<file path="src/rtl/hamming_dec.sv">
// hamming_dec: serial SECDED decoder for 16-bit Hamming packets, MSB first.
// Syndrome and overall parity are accumulated bit by bit. Only the 11 data
// bits are kept; the syndrome selects which data bit (if any) to flip.
// Optional error statistics counters are built when HAMMING_DEC_STATS_EN
// is defined.
module hamming_dec #(
  parameter int unsigned STATS_W = 8
) (
  input  logic               clk,
  input  logic               rst_n,
  input  logic               din,
  input  logic               din_valid,
  input  logic               frame_sync,
  output logic [10:0]        data_out,
  output logic               out_valid,
  output logic               err_corr,
  output logic               err_uncorr
`ifdef HAMMING_DEC_STATS_EN
  ,
  output logic [STATS_W-1:0] corr_cnt,
  output logic [STATS_W-1:0] uncorr_cnt
`endif
);

  // Frame accumulators
  logic [3:0]  idx_q, idx_d;
  logic [3:0]  syn_q, syn_d;
  logic        par_q, par_d;
  logic [10:0] dat_q, dat_d;

  // Registered results
  logic [10:0] data_q, data_d;
  logic        ov_q, ov_d;
  logic        corr_q, corr_d;
  logic        uncorr_q, uncorr_d;

  // Per-bit working values
  logic [3:0]  idx_base;
  logic [3:0]  syn_base;
  logic        par_base;
  logic [10:0] dat_base;
  logic [3:0]  pos;
  logic        is_data;
  logic [3:0]  syn_acc;
  logic        par_acc;
  logic [10:0] dat_acc;
  logic [10:0] flip;
  logic [10:0] fixed;

  // A sampled frame_sync restarts the frame, so the bit is treated as packet[15]
  // against cleared accumulators rather than continuing the partial frame.
  always_comb begin
    idx_base = frame_sync ? 4'd15 : idx_q;
    syn_base = frame_sync ? 4'd0  : syn_q;
    par_base = frame_sync ? 1'b0  : par_q;
    dat_base = frame_sync ? '0    : dat_q;

    pos      = 4'd15 - idx_base;
    is_data  = !((idx_base == 4'd15) || (idx_base == 4'd14) ||
                 (idx_base == 4'd13) || (idx_base == 4'd11) ||
                 (idx_base == 4'd7));

    syn_acc  = syn_base ^ ((din && (idx_base != 4'd15)) ? pos : 4'd0);
    par_acc  = par_base ^ din;
    dat_acc  = is_data ? {dat_base[9:0], din} : dat_base;
  end

  // Map a syndrome (Hamming position) onto the data bit it covers; parity
  // positions 1, 2, 4, 8 carry no data and produce no flip.
  always_comb begin
    flip = '0;
    case (syn_acc)
      4'd3:    flip = 11'h400;
      4'd5:    flip = 11'h200;
      4'd6:    flip = 11'h100;
      4'd7:    flip = 11'h080;
      4'd9:    flip = 11'h040;
      4'd10:   flip = 11'h020;
      4'd11:   flip = 11'h010;
      4'd12:   flip = 11'h008;
      4'd13:   flip = 11'h004;
      4'd14:   flip = 11'h002;
      4'd15:   flip = 11'h001;
      default: flip = '0;
    endcase
    fixed = par_acc ? (dat_acc ^ flip) : dat_acc;
  end

  // Next-state: accept a bit, complete a frame, or abort on a bare frame_sync.
  always_comb begin
    idx_d    = idx_q;
    syn_d    = syn_q;
    par_d    = par_q;
    dat_d    = dat_q;
    data_d   = data_q;
    corr_d   = corr_q;
    uncorr_d = uncorr_q;
    ov_d     = 1'b0;

    if (din_valid) begin
      if (idx_base == 4'd0) begin
        idx_d    = 4'd15;
        syn_d    = '0;
        par_d    = 1'b0;
        dat_d    = '0;
        data_d   = fixed;
        corr_d   = par_acc;
        uncorr_d = !par_acc && (syn_acc != 4'd0);
        ov_d     = 1'b1;
      end else begin
        idx_d = idx_base - 4'd1;
        syn_d = syn_acc;
        par_d = par_acc;
        dat_d = dat_acc;
      end
    end else if (frame_sync) begin
      idx_d = 4'd15;
      syn_d = '0;
      par_d = 1'b0;
      dat_d = '0;
    end
  end

  // State and result registers
  always_ff @(posedge clk or negedge rst_n) begin
    if (!rst_n) begin
      idx_q    <= 4'd15;
      syn_q    <= '0;
      par_q    <= 1'b0;
      dat_q    <= '0;
      data_q   <= '0;
      ov_q     <= 1'b0;
      corr_q   <= 1'b0;
      uncorr_q <= 1'b0;
    end else begin
      idx_q    <= idx_d;
      syn_q    <= syn_d;
      par_q    <= par_d;
      dat_q    <= dat_d;
      data_q   <= data_d;
      ov_q     <= ov_d;
      corr_q   <= corr_d;
      uncorr_q <= uncorr_d;
    end
  end

  assign data_out   = data_q;
  assign out_valid  = ov_q;
  assign err_corr   = corr_q;
  assign err_uncorr = uncorr_q;

`ifdef HAMMING_DEC_STATS_EN
  logic [STATS_W-1:0] corr_cnt_q, corr_cnt_d;
  logic [STATS_W-1:0] uncorr_cnt_q, uncorr_cnt_d;

  // Saturating counters, advanced on the cycle the result is presented.
  always_comb begin
    corr_cnt_d   = corr_cnt_q;
    uncorr_cnt_d = uncorr_cnt_q;
    if (ov_q && corr_q && (corr_cnt_q != '1))
      corr_cnt_d = corr_cnt_q + 1'b1;
    if (ov_q && uncorr_q && (uncorr_cnt_q != '1))
      uncorr_cnt_d = uncorr_cnt_q + 1'b1;
  end

  // Counter registers
  always_ff @(posedge clk or negedge rst_n) begin
    if (!rst_n) begin
      corr_cnt_q   <= '0;
      uncorr_cnt_q <= '0;
    end else begin
      corr_cnt_q   <= corr_cnt_d;
      uncorr_cnt_q <= uncorr_cnt_d;
    end
  end

  assign corr_cnt   = corr_cnt_q;
  assign uncorr_cnt = uncorr_cnt_q;
`else
  // Counter width has no effect when statistics are not built.
  if (STATS_W == 0) begin : g_no_stats
  end
`endif

endmodule

</file>
<file path="config.mk">
export PLATFORM = sky130hd
export DESIGN_NAME = hamming_dec
export DESIGN_NICKNAME = d
export VERILOG_FILES = /design/src/rtl/hamming_dec.sv
export SDC_FILE = /design/constraint.sdc
export NUM_CORES = 1
export LEC_CHECK = 0
export CORE_MARGIN = 5
export CORE_UTILIZATION = 45
export DETAILED_ROUTE_END_ITERATION = 16
export PLACE_DENSITY = 0.65
export SYNTH_ARGS = -nofsm -noshare
export SYNTH_HDL_FRONTEND = slang
export SYNTH_SLANG_ARGS = --single-unit
</file>
<file path="constraint.sdc">
create_clock -name clk -period 4.3 [get_ports clk]
set_clock_uncertainty 0.2 [all_clocks]
set_input_delay 0.86 -clock clk [delete_from_list [all_inputs] [get_ports clk]]
set_output_delay 0.86 -clock clk [all_outputs]
set_load 0.03 [all_outputs]
</file>
* After elaboration in Yosys (flattened, before gate mapping) *
Memories as Yosys holds them, arrays and structs flattened.
Index checks and enable logic that the tools add are counted.

cells by class
  $add $sub $neg = 2
  multipliers = 0
  div/mod/pow operators = 0
  order comparisons = 0
  equality and inequality tests = 6
  shifts and indexed selects = 0
  mux-type cells = 17
  bitwise logic cells = 3
  reductions and logical operators = 10

operator list
  operator               number
  $mux W11               5
  $mux W4                7
  $eq A4 B4 Y1 const B   4
  $xor A11 B11 Y11       1
  $mux W1                5
  $eq A4 B3 Y1 const B   1
  $logic_not A4 Y1       1
  $logic_or A1 B1 Y1     4
  $ne A4 B4 Y1 const B   1
  $reduce_bool A4 Y1     1
  $sub A4 B1 Y4 const B  1
  $sub A4 B4 Y4 const A  1
  $xor A4 B4 Y4          1
  $logic_and A1 B1 Y1    2
  $reduce_and A2 Y1      1
  $logic_not A1 Y1       1
  $xor A1 B1 Y1          1

word-level totals
  register bits = 34
  latch bits = 0
  RAM bits = 0
  bits in read-only memories = 176
  word-level logic and storage cells = 47
  memories kept = 1

memories
  name              depth  width  read ports  clocked after memory_dff  write ports  line  source
  (name not given)  16     11     1           0                         0            72    case (syn_acc)

* Depth between registers and ports, before layout *
  depth after elaboration = 9
  depth in mapped cells = 10
  mapped depth without buffers = 7

* Worst setup path after synthesis *
No wires, ideal clock.

  path type = input-to-reg
  start = input port frame_sync
  end = register data_q[10] (netlist: data_out[10])
  setup time = 0.095 ns
  arrival = 3.040 ns
  required time = 4.005 ns
  path slack = 0.965 ns
  stages on the path = 10
  path buffers = 3
  cells stage by stage = buf_6 buf_2 or2_2 ha_1 and3_1 clkbuf_1 or4_4 a21o_4 o31a_1 o31ai_1

on the way
  word-level cells in the longest chain between the ends = 9
  elaborated cells between the ends (all ways) = 25
  classes of those cells = add/sub: 1; eq/ne: 6; mux: 7; bitwise: 3; reduce/logical: 7; memory: 1

ends and longest elaborated chain
  what                                                                     line  source
  start: declaration                                                       13    input logic frame_sync,
  parallel branches: the longest is 9 deep, another holds $mem_v2 Z16 W11  -
  end signal: assignment                                                   140   data_q <= data_d;
  end: declaration                                                         32    logic [10:0] data_q, data_d;

Parallel ways; which one is timed is not known.
A chain may end at the register's enable or synchronous reset.

* Worst setup path after layout *
Ends and elaborated chain as after synthesis.

==> impl_metrics.yaml <==
route:
  drtIter0Drc: 95
  via_per_inst: 5.912
  ant_nets: 0
  drc: 0
  via_count: 1620
  firstDrtPassIters: 4
  wl_per_cell_um: 16.41
  wirelength_mm: 4.497
logic_synthesis:
  ys.flop_type: "dfrtp_1"
  yosysMostFrequentCell: "nand2_1"
  syn-num-nets: 214
  async_flop_share_pct: 100.0
  ys_warn_count: 0
  synth_seq_cells: 34
  postSynthCellCount: 208
  syn_avg_cell_area_um2: 9.246
  synth_common_cells: "33 x nand2_1, 30 x dfrtp_1, 29 x o21ai_0"
  synth_edf_count: 0
  netlist.area_leader.share_pct: 39.04
  synth_cell_types: 41
  synth_top_area_cell: "dfrtp_1"
  syn_area_mm2: 0.001923
  synthTopCellsByArea: "dfrtp_1 39%, o21ai_0 7.5%, nand2_1 6.4%"
  ys_seq_area_share_pct: 44.50
global_routing:
  antenna_found_initial: 0
  grt_max_degree: 35
  grt_pass1_wl_mm: 7.279
  grt_overflow_total: 0
  track_usage_pct: 17.05
  grt_pass1_vias: 1470
worst_setup_path:
  path_cells: "clkdlybuf4s50_1 > or2_0 > ha_1 > and3_1 > or4_4 > a21o_4 > o31a_1 > o31ai_1"
  critPathCaptureType: "flop"
  cp-start-kind: "input pin"
  required_ns: 4.29
  arrival_ns: 3.48
  path_max_fanout: 9
  critical_path_class: "in -> reg"
  critical-path-max-stage-delay_ns: 0.55
  slowest_stage: "clkdlybuf4s50_1"
placed_design:
  dp.cells: 266
  numPortBuffers: 18
  routabilityCongestion: 0.8886
  dp_hpwl_mm: 3.202
final_layout:
  n_antenna_cell: 0
  drive_gt1_share_pct: 10.71
  nFillCells: 379
  final_net_count: 229
  stdcell_count: 274
  areaGrowthSynthToFinish_pct: 15.74
  utilization_pct: 54.86
timing:
  drv_slew: 0
  layout_min_cycle_time_ns: 3.488
  rsz0062_at_grt: "no"
  fmax_mhz: 286.7
  fin_hold_ws_ns: 0.2820
  fin_setup_tns_ns: 0
  final.period_utilization_pct: 81.12
  setup_viol_count_final: 0
  finalHoldViolations: 0
  tightestPinTransition_ns: 0.6703
  relSlewSlack_pct: 54.84
cts:
  cts_buffer_depth: 2
  cts_buffers: 5
  ctsResizeCount: 0
  cts_tree: "yes"
  postCtsHoldBufs: 0
  clk_pin_slew_ns: 0.07
  clock-sinks: 34
  root_buffer: "clkbuf_8"
  worstSkewPairLatency_ns: 0.28
  cts_max_level: 2
  post_cts_buffers: 0
floorplanning:
  io-pin-count: 19
  start_util_pct: 47.39
  die_y_um: 75.37
  die_area_mm2: 0.005681
  rows: 23
  core_area_mm2: 0.004058
  die-width_um: 75.37
power_and_ir_drop:
  p_leak_nw: 0.8989
  irDropWorstVdd_mv: 0.1771
  power.density_mw_per_mm2: 309.7
outcome:
  outcome: "finished clean"
run:
  drv_cap: 0
worst_hold_path:
  worstHoldPathType: "reg -> reg"
[logic make-up after synthesis]
group           count (synthesis)  synth area share [%]
mux                            13                 6.832
flops                          34                 44.50
simple gates                   75                 20.30
buf+inv                        18                 4.164
fa+ha+maj                       1                0.6505
compound gates                 59                 19.91
xor+xnor                        8                 3.644
[per-stage QoR]
stage / setup WS, ns / instance area, um2 / power (mW)
CTS: 0.8188 / 2226 / 0.6935
global route: 0.6732 / 2226 / 0.7182
detailed placement: 0.5226 / 2135 / 0.4500
floorplan: 0.9648 / 1923 / 0.4177
global placement: 0.6388 / 2135 / 0.4466
finish: 0.8118 / 2226 / 0.6894
[routing by layer]
layer | up-vias | global-route usage (%) | part of all wire, %
met5 | - | 0 | 0
met3 | 9 | 2.507 | 4.6
met4 | 0 | 6.990 | 1.9
met1 | 801 | 23.43 | 46
li1 | 775 | - | -
met2 | 35 | 27.04 | 47
[flip-flops by register name (all words and copies together), names as in the netlist]
register / count
dat_q: 11
data_out: 11
err_corr: 1
err_uncorr: 1
idx_q: 4
out_valid: 1
par_q: 1
syn_q: 4
[cell type report]
class,instances,area (um2),area share (%)
clock buffers,7,86.33,3.879
clock inverters,1,5.005,0.2248
inverters,3,11.26,0.5059
multi-input cells,156,987.2,44.35
flip-flops and latches,34,855.8,38.45
well taps,50,62.56,2.811
repair buffers,23,217.7,9.781
[worst max-delay path: cells and delay by family]
family	cells	cell delay, ns
adder cells (fa/ha/maj)	1	0.26
AO/OA/AOI/OAI	3	0.73
buffers and inverters	1	0.55
AND/OR/NAND/NOR	3	1.08
[cells in the final DEF, fill, tap and decap left out, types with 2 or more instances in the layout]
cell type and instances:
inv_1 3, nor4b_1 2, o2111ai_1 2, nor3_1 10, a21oi_1 3, or3b_2 2
o21ai_0 28, and2b_1 2, dfrtp_1 30, nor2_1 4, or2_2 3, xnor2_1 7
mux2i_1 12, clkbuf_8 6, o21a_1 7, nand4_1 3, nor2b_1 3, clkdlybuf4s50_1 18
dfstp_2 4, o31ai_1 10, buf_4 5, nand2b_1 4, nand2_1 33, nand3b_1 3
[path summary, 6_finish.rpt]
check,from,end,slack (ns),depth (start not counted)
max,frame_sync,data_out[10],0.81,8
min,err_corr,err_corr,0.28,2
max reg2reg,idx_q[0],data_out[10],1.61,7
min reg2reg,err_corr,err_corr,0.28,2
max in group asynchronous,rst_n,idx_q[3],2.77,2
min in group asynchronous,rst_n,out_valid,0.78,2
[power breakdown]
group / leakage, nW / total [mW] / internal [mW] / switching, mW
Sequential: 0.458 / 0.343 / 0.331 / 0.0124
Clock: 0.0482 / 0.245 / 0.129 / 0.116
Combinational: 0.393 / 0.101 / 0.0410 / 0.0603
No activity file was read; power rests on OpenSTA's default activity.
==> patch 1: new RTL, config.mk and constraints unchanged <==
The option `HAMMING_DEC_STATS_EN` is turned on by a define.
--- a/src/rtl/hamming_dec.sv
+++ b/src/rtl/hamming_dec.sv
@@ -5,2 +5,4 @@
 // is defined.
+`define HAMMING_DEC_STATS_EN
+
 module hamming_dec #(
Formal check against the unedited RTL (old outputs only; new: corr_cnt and uncorr_cnt): equivalent (equiv_simple and equiv_induct, registers matched by name and starting in step).
==> patch 1 against the unedited design <==
Area after synthesis is 37% higher. Sequential cell count up 16. Setup slack improved by 0.046 ns. Sequential share of layout area grew 1.8 points. Power up 27%. Cell area grew 40%. Die area up 32%. Routed wire length up 23%. Non-clock buffer count increased by 15. Critical endpoint is now data_out[2]. Largest cell class unchanged. Largest power group unchanged. Highest routed layer unchanged.
==> patch 1: results (changes against the unedited design) <==
Run status
  • Status: finished, final reports clean

Global route
  • Global-route wire length before repair: 9540 um (+31%)
  • GRT Total Usage: 16.0% (-1.1 points)
  • Largest net degree at the start of global routing: 31 (-11%)
  • Initial antenna violation count: 0 (unchanged)
  • Vias in the first global route: 1916 (+30%)

Clocking
  • Clk_lat worst skew: 0.30 ns (+0.02 ns)
  • Post-CTS setup buffers: 0 (unchanged)
  • Clock Path Buffers: 2 (unchanged)
  • Root Driver: clkbuf_8
  • Reg clk slew, reported paths: 0.09 ns (+0.02 ns)

Critical path
  • Worst path arrival time: 3.45 ns (-0.03 ns)
  • Worst-path fanout max: 22 (+13)

Yosys
  • Distinct cell type count after synthesis: 49 (+20%)
  • Synth Instances: 264 (+27%)
  • Top_reg_cell synth: dfrtp_1
  • Ranking of synthesized cells by area: dfrtp_1 (44%), nand2_1 (5.3%), mux2i_1 (4.5%)
  • Synthesized Nets: 272 (+27%)
  • Post-synthesis sequential area ratio: 47.6% (+3.1 points)
  • Top cells by count, synth: dfrtp_1 (46), nand2_1 (37), o21ai_0 (21), nor3_1 (14)

Finish
  • Nets@finish: 305 (+33%)
  • Filler Cells Inserted: 540 (+42%)
  • Share of cells above drive strength 1: 10.4% (-0.31 points)
  • Post-route insts no fill: 373 (+36%)

Place
  • GPL Wtd Cong: 0.796 (-10%)
  • Buffers on Ports: 34 (+16)
  • Dpl hpwl: 4110 um (+28%)

Drt
  • Drt pass-1 iters: 4 (unchanged)
  • Initial DRC Count: 55 (-42%)
  • Vias per Instance: 5.42 (-8.3%)
  • Final WL: 5520 um (+23%)

Power and ir drop
  • Leak: 1.36 nW (+51%)
  • VDD IR max: 0.000136 V (-23%)

Timing
  • Rel. slew slack: 43.4% (-11 points)

Min path
  • Worst Hold Class: register to register
## patch 1: cell types whose count changed in the layout (fill, tap and decap cells not counted), moves of 5 or more
cell	unedited run	this run
dfrtp_1	30	46
clkdlybuf4s50_1	18	33
o21ai_0	28	20
xor2_1	1	9
a21boi_0	0	6
nor2_1	4	10
nand3_1	0	5
xnor2_1	7	12
## patch 1: worst paths after layout
| kind | end | slack, ns | depth (start not counted) | from |
|---|---|---|---|---|
| worst min register to register | data_out[7] | 0.29 | 2 | data_out[7] |
| worst max register to register | data_out[2] | 1.67 | 7 | idx_q[1] |
| worst max-delay path | data_out[2] | 0.86 | 10 | frame_sync |
| worst min-delay path | data_out[7] | 0.29 | 2 | data_out[7] |
| min in group asynchronous | uncorr_cnt[3] | 0.38 | 1 | rst_n |
| max in group asynchronous | err_corr | 2.79 | 2 | rst_n |
## patch 1: per-stage QoR
stage	hold slack, ns	worst slack (ns)	util, %	power (W)	cell area (um2)
2_1_floorplan	0.250	1.02	-	0.000567	2640
3_3_place_gp	0.263	0.629	52.1	0.000597	3030
3_5_place_dp	0.271	0.517	52.1	0.000598	3030
4_1_cts	0.292	0.862	53.7	0.000885	3120
5_1_grt	0.313	0.604	53.7	0.000913	3120
6_report	0.288	0.858	53.7	0.000874	3120
## patch 1: kinds of logic after synthesis
logic type | count (synthesis) | share of synthesized area [%]
simple gates | 102 | 20.1
buf+inv | 15 | 3.13
mux | 15 | 5.83
flops | 50 | 47.6
fa+ha+maj | 3 | 1.42
xor+xnor | 21 | 6.96
compound gates | 58 | 15.0
## patch 1: per-layer routing
metal,GRT usage [%],part of all wire [%],up-vias
met5,0,0,-
met4,5.10,1.3,0
met3,2.57,3.1,7
met2,25.1,46,27
met1,22.6,50,972
li1,-,-,1016
## patch 1: cell type report
cell class                 instances  share of cell area [%]
multi-input combinational        199                    41.7
sequential                        50                    40.2
timing repair buffer              38                    11.7
tap                               75                    3.00
clock buffer                       6                    2.64
clock inverter                     2                   0.400
inverter                           3                   0.360
## patch 1: power breakdown
part | switching [W] | internal, W | leakage, nW
Sequential | 0.00000962 | 0.000480 | 0.683
Clock | 0.000156 | 0.000130 | 0.0472
Combinational | 0.0000579 | 0.0000408 | 0.630
## patch 1: critical path, cell delays in order
cell and delay [ns]:
clkdlybuf4s50_1 0.44, buf_4 0.22, nor2_1 0.22, inv_1 0.07
ha_1 0.21, and3_4 0.19, or3_2 0.47, a211oi_1 0.39
a21boi_0 0.17, o31ai_1 0.21
==> patch 2: new RTL, same settings <==
Made on the original files. Put one more register stage on the output `data_out`, cleared by the reset. The value now appears one clock later. The other outputs are not delayed to match.
--- a/src/rtl/hamming_dec.sv
+++ b/src/rtl/hamming_dec.sv
@@ -146,3 +146,9 @@
 
-  assign data_out   = data_q;
+  always_ff @(posedge clk or negedge rst_n) begin
+    if (!rst_n) begin
+      data_out <= '0;
+    end else begin
+      data_out <= data_q;
+    end
+  end
   assign out_valid  = ov_q;
Behaviour: same outputs for any inputs over 10 cycles, from zero or initial values and one cycle with rst_n low; that may be too few to reach the edited logic, so the function may still have changed.
==> patch 2 against the unedited design <==
Non-clock buffer count is 3 lower. Sequential cell count is 11 higher. Cell area is 14% higher. Sequential power is 30% higher. Area after synthesis is 17% higher. Routed wire length is 2.6% lower. Cell count is 11% higher. Setup slack better by 0.092 ns. Fmax is 2.7% higher. Clock power is 36% higher. Power is 28% higher. Die area is 14% higher. Core utilization is 1.6 points lower. Critical endpoint is now data_q[5]. Largest power group unchanged.
==> patch 2: results (changes against the unedited design) <==
Clocking
  • Clk_lat worst skew: 0.29 ns
  • CTS Buf Count: 5 (unchanged)
  • Post-CTS setup buffers: 0 (unchanged)
  • Post-CTS Resized: 0 (unchanged)
  • Reg clk slew, reported paths: 0.09 ns (+0.02 ns)
  • Root Driver: clkbuf_8

Yosys
  • Avg Cell Area, Syn: 9.92 um2 (+7.2%)
  • Yosys warns: 0 (unchanged)
  • Distinct cell type count after synthesis: 46 (+12%)
  • Synthesized Nets: 232 (+8.4%)
  • Top cells by count, synth: dfrtp_1 (41), nand2_1 (29), o21ai_0 (20), nor3_1 (13), o31ai_1 (13)
  • Mux cell area share after synthesis: 4.52% (-2.3 points)
  • XOR/XNOR share of the synthesized area: 3.13% (-0.52 points)
  • Synthesized-area fraction occupied by adder cells: 0.558% (-0.092 points)
  • Ranking of synthesized cells by area: dfrtp_1 (46%), nand2_1 (4.9%), dfstp_2 (4.7%)
  • Post-synthesis sequential area ratio: 50.5% (+6.0 points)
  • Synth Area in Compound Gates: 18.4% (-1.5 points)

Finish
  • Post-route insts no fill: 303 (+11%)
  • Nets@finish: 241 (+5.2%)
  • Diode count: 0 (unchanged)
  • Biggest regs: dat_q x11, data_out x11, data_q x11
  • Filler Cells Inserted: 437 (+15%)
  • Share of cells above drive strength 1: 9.75% (-0.97 points)

Critical path
  • Worst-path fanout max: 19 (+10)
  • Worst path arrival time: 3.40 ns (-0.08 ns)

Run status
  • Status: finished, final reports clean

Drt
  • Routed wire length per instance: 14.5 um (-12%)
  • Final ANT Viol Nets: 0 (unchanged)
  • Initial DRC Count: 86 (-9.5%)
  • Vias per Instance: 5.42 (-8.3%)

Global route
  • Global-route wire length before repair: 7480 um (+2.7%)
  • Vias in the first global route: 1518 (+3.3%)
  • Largest net degree at the start of global routing: 46 (+31%)
  • Initial antenna violation count: 0 (unchanged)
  • GRT Total Usage: 15.1% (-1.9 points)

Place
  • Dpl cell area: 2430 um2 (+14%)
  • GPL Wtd Cong: 0.855 (-3.8%)
  • Dpl hpwl: 2990 um (-6.6%)
  • Buffers on Ports: 18 (unchanged)

Timing
  • Slew @ Worst Pin: 1.06 ns (+0.393 ns)

Power and ir drop
  • VDD IR max: 0.000154 V (-13%)
  • Leak: 1.06 nW (+18%)

Min path
  • Worst Hold Class: register to register
-- patch 2: cell count changes in the layout (fill, tap and decap cells not counted), moves of 3 or more --
| cell | delta |
|---|---|
| mux2i_1 | -3 |
| buf_4 | -3 |
| o21ai_0 | -8 |
| nand4_1 | -3 |
| dfrtp_1 | +11 |
| o22ai_1 | +3 |
| o21a_1 | +3 |
| nand2_1 | -4 |
| nor3_1 | +3 |
| inv_1 | +3 |
| o31ai_1 | +3 |
-- patch 2: kinds of logic after synthesis --
kind of cell / count (synthesis)
DFF: 45
and+or+nand+nor: 76
adders and majority gates: 1
xor gates and xnor gates: 8
AOI/OAI and AO/OA: 62
buffers and inverters: 24
muxes: 10
-- patch 2: where the power goes --
group	leakage [nW]	switching, W	internal [W]
registers	0.611	0.0000124	0.000435
clock network	0.0574	0.000144	0.000189
logic	0.393	0.0000635	0.0000414
total	1.06	0.000220	0.000665
-- patch 2: path summary, 6_finish.rpt --
| kind | cells past startpoint | slack [ns] | start | to |
|---|---|---|---|---|
| min in group asynchronous | 1 | 0.51 | rst_n | data_q[3] |
| hold reg to reg | 0 | 0.18 | data_q[4] | data_out[4] |
| max in group asynchronous | 1 | 2.80 | rst_n | syn_q[2] |
| setup / recovery | 10 | 0.90 | frame_sync | data_q[5] |
| hold / removal | 0 | 0.18 | data_q[4] | data_out[4] |
| setup reg to reg | 7 | 1.66 | idx_q[1] | data_q[5] |
-- patch 2: layout make-up --
type                    instances  share of cell area (%)
flip-flops and latches         45                    44.4
multi-input cells             157                    39.2
repair buffers                 20                    7.47
well taps                      67                    3.29
clock buffers                   6                    3.24
clock inverters                 2                    1.47
inverters                       6                   0.884
-- patch 2: stage by stage --
| step | setup slack [ns] | hold WS (ns) | power, W | util, % |
|---|---|---|---|---|
| finish | 0.904 | 0.179 | 0.000885 | 53.2 |
| global route | 0.730 | 0.186 | 0.000928 | 53.2 |
| CTS | 0.921 | 0.179 | 0.000890 | 53.2 |
| detailed placement | 0.619 | 0.160 | 0.000560 | 50.7 |
| global placement | 0.697 | 0.158 | 0.000560 | 50.7 |
| floorplan | 0.832 | 0.154 | 0.000530 | - |
-- patch 2: worst max-delay path: stages --
cell,delay [ns]
clkdlybuf4s50_1,0.41
buf_4,0.20
nor2_1,0.23
inv_1,0.07
ha_1,0.20
and3_4,0.21
o21a_1,0.18
or4_1,0.60
o21a_1,0.23
o31ai_1,0.20
-- patch 2: routing by layer --
layer	vias up	part of all wire, %	GRT usage (%)
met5	-	0	0
met1	788	50	20.3
met2	24	45	23.8
li1	826	-	-
met3	5	3.8	3.36
met4	0	1.4	5.74
